**src/rtl/dm_sba_ctrl.sv**
```systemverilog
// System-bus access engine: turns sbaddress/sbdata CSR events into single lane-steered
// bus transactions, with size/alignment pre-checks, bus-error reporting and a response timeout.
module dm_sba_ctrl #(
    parameter int BusWidth      = 32,
    parameter int TimeoutCycles = 1024
) (
    input  logic                  clk_i,
    input  logic                  rst_i,
    input  logic                  dmactive_i,
    input  logic [BusWidth-1:0]   sbaddress_i,
    input  logic                  sbaddress_write_valid_i,
    output logic [BusWidth-1:0]   sbaddress_o,
    input  logic                  sbreadonaddr_i,
    input  logic                  sbreadondata_i,
    input  logic                  sbautoincrement_i,
    input  logic [2:0]            sbaccess_i,
    input  logic [BusWidth-1:0]   sbdata_i,
    input  logic                  sbdata_write_valid_i,
    input  logic                  sbdata_read_valid_i,
    output logic [BusWidth-1:0]   sbdata_o,
    output logic                  sbdata_valid_o,
    output logic                  sbbusy_o,
    output logic                  sberror_valid_o,
    output logic [2:0]            sberror_o,
    output logic                  master_req_o,
    output logic [BusWidth-1:0]   master_add_o,
    output logic                  master_we_o,
    output logic [BusWidth-1:0]   master_wdata_o,
    output logic [BusWidth/8-1:0] master_be_o,
    input  logic                  master_gnt_i,
    input  logic                  master_r_valid_i,
    input  logic [BusWidth-1:0]   master_r_rdata_i,
    input  logic                  master_r_err_i
);
    localparam int NB    = BusWidth / 8;
    localparam int OFF_W = $clog2(NB);
    localparam int CNT_W = (TimeoutCycles > 1) ? $clog2(TimeoutCycles) : 1;

    typedef enum logic [2:0] {IDLE, READ, WRITE, WAIT_READ, WAIT_WRITE} state_t;

    state_t              state;
    logic [CNT_W-1:0]    cnt;
    logic [2:0]          access;
    logic [BusWidth-1:0] eff_addr;
    logic [OFF_W-1:0]    off;
    logic                start_write;
    logic                start_read;
    logic                size_bad;
    logic                misaligned;
    logic                timeout_hit;

    function automatic logic [NB-1:0] size_mask(input logic [2:0] acc);
        logic [NB-1:0] m;
        for (int i = 0; i < NB; i++) m[i] = (i < (1 << acc));
        return m;
    endfunction

    function automatic logic [BusWidth-1:0] byte_expand(input logic [NB-1:0] be);
        logic [BusWidth-1:0] m;
        for (int i = 0; i < NB; i++) m[8*i +: 8] = {8{be[i]}};
        return m;
    endfunction

    assign off         = sbaddress_o[OFF_W-1:0];
    assign sbbusy_o    = (state != IDLE);
    assign timeout_hit = (TimeoutCycles != 0) && (cnt == CNT_W'(TimeoutCycles - 1));

    // A same-cycle address write supplies the address for whichever trigger wins.
    always_comb begin
        eff_addr    = sbaddress_write_valid_i ? sbaddress_i : sbaddress_o;
        start_write = sbdata_write_valid_i;
        start_read  = !sbdata_write_valid_i &&
                      ((sbaddress_write_valid_i && sbreadonaddr_i) ||
                       (sbdata_read_valid_i && sbreadondata_i));
        size_bad    = (1 << sbaccess_i) > NB;
        misaligned  = |(eff_addr[OFF_W-1:0] & OFF_W'((1 << sbaccess_i) - 1));
    end

    always_ff @(posedge clk_i) begin
        if (rst_i || !dmactive_i) begin
            state           <= IDLE;
            cnt             <= '0;
            access          <= '0;
            sbaddress_o     <= '0;
            sbdata_o        <= '0;
            sbdata_valid_o  <= 1'b0;
            sberror_valid_o <= 1'b0;
            sberror_o       <= '0;
            master_req_o    <= 1'b0;
            master_add_o    <= '0;
            master_we_o     <= 1'b0;
            master_wdata_o  <= '0;
            master_be_o     <= '0;
        end else begin
            sbdata_valid_o  <= 1'b0;
            sberror_valid_o <= 1'b0;
            cnt             <= cnt + 1'b1;
            unique case (state)
                IDLE: begin
                    cnt <= '0;
                    if (sbaddress_write_valid_i) sbaddress_o <= sbaddress_i;
                    if (start_write || start_read) begin
                        if (size_bad) begin
                            sberror_valid_o <= 1'b1;
                            sberror_o       <= 3'd4;
                        end else if (misaligned) begin
                            sberror_valid_o <= 1'b1;
                            sberror_o       <= 3'd3;
                        end else begin
                            state          <= start_write ? WRITE : READ;
                            access         <= sbaccess_i;
                            master_req_o   <= 1'b1;
                            master_we_o    <= start_write;
                            master_add_o   <= eff_addr;
                            master_be_o    <= size_mask(sbaccess_i) << eff_addr[OFF_W-1:0];
                            master_wdata_o <= start_write ?
                                              (sbdata_i << {eff_addr[OFF_W-1:0], 3'b000}) : '0;
                        end
                    end
                end
                READ, WRITE: begin
                    if (master_gnt_i) begin
                        master_req_o <= 1'b0;
                        state        <= (state == READ) ? WAIT_READ : WAIT_WRITE;
                    end else if (timeout_hit) begin
                        master_req_o    <= 1'b0;
                        sberror_valid_o <= 1'b1;
                        sberror_o       <= 3'd1;
                        state           <= IDLE;
                    end
                end
                WAIT_READ, WAIT_WRITE: begin
                    if (master_r_valid_i) begin
                        state <= IDLE;
                        if (master_r_err_i) begin
                            sberror_valid_o <= 1'b1;
                            sberror_o       <= 3'd2;
                        end else begin
                            if (state == WAIT_READ) begin
                                sbdata_o       <= (master_r_rdata_i >> {off, 3'b000}) &
                                                  byte_expand(size_mask(access));
                                sbdata_valid_o <= 1'b1;
                            end
                            if (sbautoincrement_i)
                                sbaddress_o <= sbaddress_o + BusWidth'(32'd1 << access);
                        end
                    end else if (timeout_hit) begin
                        sberror_valid_o <= 1'b1;
                        sberror_o       <= 3'd1;
                        state           <= IDLE;
                    end
                end
                default: state <= IDLE;
            endcase
        end
    end
endmodule
```
**config.mk**
```make
export PLATFORM = sky130hd
export DESIGN_NAME = dm_sba_ctrl
export DESIGN_NICKNAME = d
export VERILOG_FILES = /design/src/rtl/dm_sba_ctrl.sv
export SDC_FILE = /design/constraint.sdc
export NUM_CORES = 1
export LEC_CHECK = 0
export CAP_MARGIN = 20
export CORE_MARGIN = 1
export CORE_UTILIZATION = 32
export DETAILED_ROUTE_END_ITERATION = 8
export PLACE_DENSITY = 0.65
export SLEW_MARGIN = 20
export SYNTH_ARGS = -nofsm -noshare
export SYNTH_HDL_FRONTEND = slang
export SYNTH_SLANG_ARGS = --single-unit
```
**constraint.sdc**
```tcl
create_clock -name clk_i -period 2.4 [get_ports clk_i]
set_input_delay 0.24 -clock clk_i [delete_from_list [all_inputs] [get_ports clk_i]]
set_output_delay 0.24 -clock clk_i [all_outputs]
set_load 0.05 [all_outputs]
```
==> qor.txt, run 1 <==
outcome = finished with violations
violated checks = negative setup slack
DR pass1 iterations = 5
critical path class = flip-flop to flip-flop
vias per std cell = 5.29
R2R depth = 10
Yosys top cell area share = 38.5%
CP arrival = 2.71 ns
cell taking the most area after synthesis = dfxtp_1
minimum clock period = 2.41 ns
Worst Path Required = 2.70 ns
Die ar. = 25,800 um2
initial antenna violation count = 0
most common library cells after synthesis = dfxtp_1, nor2_1, nand2_1
met2 WL = 13.1 mm
Final Cycle Share = 100%
final hold vios = 0
main area contributors after synthesis = dfxtp_1, mux2i_1, nor2_1
fin area = 12,200 um2
warning count from the yosys run = 0
crit path max fanout = 7
CTS tree = yes
global-route wire length before repair = 44.4 mm
Mapped Cells = 979
routed vias = 8,479
post-synthesis net count = 1,100
port buffer count = 250
Final WS setup = -0.0101 ns
DP HPWL = 20.9 mm
Slew Limit Fails = 0
met3 wire len = 2.69 mm
Max-cap violations = 0
crit end category = flip-flop
Switching Share = 28.0%
core area = 24,500 um2
post-route clock skew = 0.0114 ns
hold_sp = master_wdata_o[19]
synthesized area = 8060 um2
hold crit path type = flip-flop to flip-flop
Final nets = 1,389
EDFF count, synth = 0
CTS Buffer Depth = 2
clk sink count = 155
vias in the first global route = 8,103
most used standard cell by instance count after synthesis = dfxtp_1
max layer used = met4
Logic pwr share = 17.8%
DRC violations left = 0
P_int = 4.89 mW
VDD IR max = 443 uV
DR WL/cell = 17.6 um
Die Span X = 161 um
Area Overhead vs Synth = 50.8%
Avg Cell Area, Syn = 8.24 um2
total CTS buffers = 17
synth unique cells = 68
Least-Margin Pin Slew = 0.665 ns
# setup viols final = 1
Routed WL = 28.2 mm
Worst-Skew Late Latency = 0.43 ns
Max Clk Rate = 415 MHz
Clk pwr share = 42.8%
FF-to-FF End = sbaddress_o[19]
Cell Pwr Density = 558 nW/um2
Die Y = 161 um
crit path launch type = flip-flop
asr flop ratio synth = 0%
CP max-delay cell = dfxtp_4
FILL cells = 2,400
GRT Util Overall = 21.8%
Cell Chain, Critical Path = nor3_4 -> ha_4 -> buf_4 -> a21o_1 -> and4_4 -> o2111ai_4 -> buf_4 -> a211oi_2 -> mux2i_1 -> o22ai_1
worst hold endpoint = master_wdata_o[19]
Remaining Overflow, GRT = 0
r2r startpoint = access[1]
Starting Density = 32.9%
Rel. slew slack = 55.5%
max incr delay on CP = 0.37 ns
WHS Path Cells = 2
pin count of the biggest net entering global routing = 46
register area share after synthesis = 38.5%
DRT iter0 DRCs = 527
reg-to-reg slack, setup = -0.01 ns
Metal-1 WL = 11.8 mm
Top-Level Pins = 251
WHS = 0.456 ns
Reg power frac = 39.4%
CTS clk-pin slew, worst paths = 0.07 ns
H-tree depth = 4
DRT antenna net count = 0
layout cell share with drive strength beyond 1 = 14.1%
total power = 6.79 mW
Psw = 1.90 mW
# rows = 57
ys flop type = dfxtp_1
CTS Root Cell = clkbuf_16
hold-fix buffers at CTS = 0
RSZ-0062 raised after global routing = true
Leak = 4.44 nW
placed cell area = 11,300 um2
diode count = 0
crit-path most repeated cell = buf_4
gpl congestion = 0.874
#FFs+latches synth = 155
logic make-up after synthesis:
family	synth area share (%)
AND/OR/NAND/NOR	21.1
AO/OA/AOI/OAI	23.0
flip-flops	38.5
buffers and inverters	4.75
multiplexers	9.44
XOR/XNOR	1.63
adder cells (fa/ha/maj)	1.64
through the flow:
stage	setup WS, ns	TNS, ns	util, %	std cells
5_1_grt	-0.143	-0.947	49.6	1604
6_report	-0.0101	-0.0101	49.6	1604
3_3_place_gp	-0.0557	-0.198	46.1	1562
2_1_floorplan	0.0143	0	-	979
3_5_place_dp	-0.177	-0.886	46.1	1562
4_1_cts	0.00960	0	48.9	1599
layout by cell type, fill, tap and decap left out, types with 12 or more instances in the layout:
master / n
a21oi_1: 69
buf_4: 95
nand2_1: 105
nand4_1: 18
nor3_1: 21
mux2i_1: 70
clkbuf_16: 17
o21ai_0: 40
nor2b_1: 12
dfxtp_1: 150
a32oi_1: 14
a22oi_1: 22
a211oi_1: 54
clkdlybuf4s50_1: 247
nand3_1: 36
nor2_1: 123
routing by layer:
layer | up-vias | track usage [%]
li1 | 4161 | -
met1 | 3955 | 26.7
met2 | 318 | 35.7
met3 | 45 | 6.87
met4 | 0 | 7.68
met5 | - | 0
worst max-delay path, delay by kind of cell (launching register included):
kind	cells	cell delay (ns)
and+or+nand+nor	2	0.49
buffers and inverters	2	0.31
AOI/OAI and AO/OA	4	0.70
muxes	1	0.23
DFF	1	0.37
adders and majority gates	1	0.18
power groups by stage:
stage               registers (mW)  clock network, mW  logic [mW]
floorplan                     2.91                  0       0.489
global placement              2.73                  0        1.19
detailed placement            2.73                  0        1.20
CTS                           2.68               2.96        1.21
global route                  2.68               3.08        1.30
finish                        2.67               2.90        1.21
worst max-delay path by stage:
stage / end / slack, ns / from / depth (start not counted)
final: sbaddress_o[19] / -0.01 / access[1] / 10
after global routing: sbaddress_o[30] / -0.14 / access[1] / 10
after CTS: sbaddress_o[30] / 0.01 / access[1] / 10
after detailed placement: sbaddress_o[30] / -0.18 / access[2] / 10
after global placement: sbaddress_o[27] / -0.06 / access[2] / 9
after floorplan: sbaddress_o[28] / 0.01 / access[0] / 11
registers in the layout (all words and copies together), names as in the netlist:
register         count
access               3
cnt                 10
master_add_o        32
master_be_o          4
master_req_o         1
master_wdata_o      32
master_we_o          1
sbaddress_o         32
sbdata_o            32
sbdata_valid_o       1
sberror_o            3
sberror_valid_o      1
state                3
repair_timing:
| action | CTS | global route |
|---|---|---|
| gates resized for setup | 9 | 28 |
| setup buffers | 6 | 5 |
| pin swaps | 5 | 23 |
| endpoints found under the setup margin | 20 | 23 |
final cells by class:
cell class                      count  area, um2  area share (%)
Multi-Input combinational cell    743       4740            39.0
Timing Repair Buffer              348       3270            26.9
Sequential cell                   155       3120            25.6
Clock buffer                       18        429            3.53
Tap cell                          324        405            3.33
Clock inverter                     13        193            1.58
Inverter                            3       11.3          0.0926
Power figures use the tool's default switching activity.
==> run 2, diff against run 1 <==
--- a/config.mk
+++ b/config.mk
@@ -10,6 +10,7 @@
 export CORE_UTILIZATION = 32
 export DETAILED_ROUTE_END_ITERATION = 8
 export PLACE_DENSITY = 0.65
+export SKIP_LAST_GASP = 1
 export SLEW_MARGIN = 20
 export SYNTH_ARGS = -nofsm -noshare
 export SYNTH_HDL_FRONTEND = slang
==> qor.txt, run 2 (synthesis results as in run 1) <==
CP max-delay cell = dfxtp_4 (unchanged)
GRT Util Overall = 21.8% (unchanged)
R2R depth = 10 (unchanged)
Max Clk Rate = 415 MHz (about the same)
final hold vios = 0 (unchanged)
core area = 24,500 um2 (unchanged)
layout cell share with drive strength beyond 1 = 14.1% (unchanged)
# rows = 57 (unchanged)
Least-Margin Pin Slew = 0.667 ns (was 0.665 ns)
DR WL/cell = 17.6 um (unchanged)
Final Cycle Share = 100% (about the same)
H-tree depth = 4 (unchanged)
crit path launch type = flip-flop (unchanged)
reg-to-reg slack, setup = -0.01 ns (about the same)
port buffer count = 250 (unchanged)
crit-path most repeated cell = buf_4 (unchanged)
Final TNS setup = -0.0100 ns (was -0.0101 ns)
Switching Share = 28.0% (about the same)
critical path endpoint = sbaddress_o[19] (unchanged)
total CTS buffers = 17 (unchanged)
commonest non-fill, non-tap cell in the layout = clkdlybuf4s50_1 (unchanged)
Cell Pwr Density = 558 nW/um2 (about the same)
crit path max fanout = 7 (unchanged)
CTS Root Cell = clkbuf_16 (unchanged)
Finished Core Util = 49.6% (about the same)
Routed WL = 28.2 mm (unchanged)
hold-fix buffers at CTS = 0 (unchanged)
Cell Chain, Critical Path = nor3_4 -> ha_4 -> buf_4 -> a21o_1 -> and4_4 -> o2111ai_4 -> buf_4 -> a211oi_2 -> mux2i_1 -> o22ai_1 (unchanged)
Starting Density = 32.9% (unchanged)
post-route clock skew = 0.0114 ns (about the same)
Rel. slew slack = 55.4% (was 55.5%)
hold crit path type = flip-flop to flip-flop (unchanged)
CP arrival = 2.71 ns (about the same)
routed vias = 8,483 (was 8,479)
gpl congestion = 0.874 (unchanged)
Reg power frac = 39.4% (about the same)
DRC violations left = 0 (unchanged)
Slew Limit Fails = 0 (unchanged)
P_int = 4.89 mW (about the same)
DRT iter0 DRCs = 528 (was 527)
CTS clk-pin slew, worst paths = 0.07 ns (about the same)
Final nets = 1,389 (unchanged)
Die ar. = 25,800 um2 (unchanged)
hold_sp = master_wdata_o[19] (unchanged)
most frequent cells in the layout = clkdlybuf4s50_1, dfxtp_1, nor2_1 (unchanged)
Psw = 1.90 mW (unchanged)
critical path class = flip-flop to flip-flop (unchanged)
# setup viols final = 1 (unchanged)
Area Overhead vs Synth = 50.8% (about the same)
Die Y = 161 um (unchanged)
Leak = 4.42 nW (was 4.44 nW)
pin count of the biggest net entering global routing = 46 (unchanged)
violated checks = negative setup slack (unchanged)
FF-to-FF End = sbaddress_o[19] (unchanged)
initial antenna violation count = 0 (unchanged)
vias in the first global route = 8,103 (unchanged)
FILL cells = 2,401 (was 2,400)
RSZ-0062 raised after global routing = true (unchanged)
DP HPWL = 20.9 mm (unchanged)
Die Span X = 161 um (unchanged)
vias per std cell = 5.29 (about the same)
Top-Level Pins = 251 (unchanged)
Worst Path Required = 2.70 ns (about the same)
Critical Path Start = access[1] (unchanged)
Multi-input gate area = 4740 um2 (unchanged)
CTS tree = yes (unchanged)
global-route wire length before repair = 44.4 mm (unchanged)
Remaining Overflow, GRT = 0 (unchanged)
Max-cap violations = 0 (unchanged)
DR pass1 iterations = 5 (unchanged)
max incr delay on CP = 0.37 ns (about the same)
Worst-Skew Late Latency = 0.43 ns (about the same)
Final WS setup = -0.0100 ns (was -0.0101 ns)
crit end category = flip-flop (unchanged)
CTS Buffer Depth = 2 (unchanged)
WHS = 0.456 ns (unchanged)
diode count = 0 (unchanged)
Clk pwr share = 42.8% (about the same)
Logic pwr share = 17.8% (about the same)
DRT antenna net count = 0 (unchanged)
minimum clock period = 2.41 ns (about the same)
VDD IR max = 443 uV (unchanged)
register area = 3120 um2 (unchanged)
r2r startpoint = access[1] (unchanged)
clk sink count = 155 (unchanged)
outcome = finished with violations (unchanged)
-- run 2: changes by cell type in the layout (fill, tap and decap cells not counted) --
cell             previous run  this run
clkdlybuf4s50_1           247       248
dlymetal6s2s_1              1         0
-- run 2: timing repair --
action,4_1_cts,5_1_grt
buffers inserted,6,5
gates resized for setup,9,27
cloned,0,0
pin swaps,5,23
setup endpoints to repair,20,23
-- run 2: worst min-delay path by stage --
| stage | to | slack [ns] | depth (start not counted) |
|---|---|---|---|
| 3_5_place_dp | sbdata_o[20] | 0.45 | 2 |
| 2_1_floorplan | sbdata_o[24] | 0.37 | 1 |
| 4_1_cts | master_wdata_o[25] | 0.46 | 2 |
| 3_3_place_gp | sbdata_o[19] | 0.44 | 2 |
| 6_report | master_wdata_o[19] | 0.46 | 2 |
| 5_1_grt | sbdata_o[24] | 0.48 | 2 |
-- run 2: critical path: cells and delay by family (launching register included) --
| kind | cells | cell delay, ns |
|---|---|---|
| fa+ha+maj | 1 | 0.18 |
| buf+inv | 2 | 0.31 |
| simple gates | 2 | 0.49 |
| flops | 1 | 0.37 |
| mux | 1 | 0.23 |
| compound gates | 4 | 0.70 |
-- run 2: cell type report --
| cell class | instances | area share (%) |
|---|---|---|
| flip-flops and latches | 155 | 25.6 |
| clock inverters | 13 | 1.58 |
| repair buffers | 348 | 26.8 |
| clock buffers | 18 | 3.53 |
| multi-input cells | 743 | 39.0 |
| well taps | 324 | 3.33 |
| inverters | 3 | 0.0926 |
-- run 2: through the flow --
step                      instances  total power [mW]  instance area (um2)  setup slack, ns
after floorplan                 979              3.40                 8090           0.0143
after global placement         1562              3.92                11300          -0.0557
after detailed placement       1562              3.93                11300           -0.177
after CTS                      1599              6.85                12000          0.00960
after global routing           1604              7.06                12200           -0.143
final                          1604              6.79                12200          -0.0100
-- run 2: power by group through the flow --
stage,combinational [mW],clock [mW],sequential [mW]
global route,1.30,3.08,2.68
CTS,1.21,2.96,2.68
global placement,1.19,0,2.73
finish,1.21,2.90,2.67
floorplan,0.489,0,2.91
detailed placement,1.20,0,2.73
-- run 2: routing by layer --
| layer | wire length, um | track usage [%] | share of wire (%) | up-vias |
|---|---|---|---|---|
| met1 | 11800 | 26.7 | 42 | 3953 |
| met4 | 636 | 7.68 | 2.3 | 0 |
| met2 | 13100 | 35.7 | 46 | 324 |
| li1 | - | - | - | 4161 |
| met3 | 2710 | 6.87 | 9.6 | 45 |
| met5 | 0 | 0 | 0 | - |
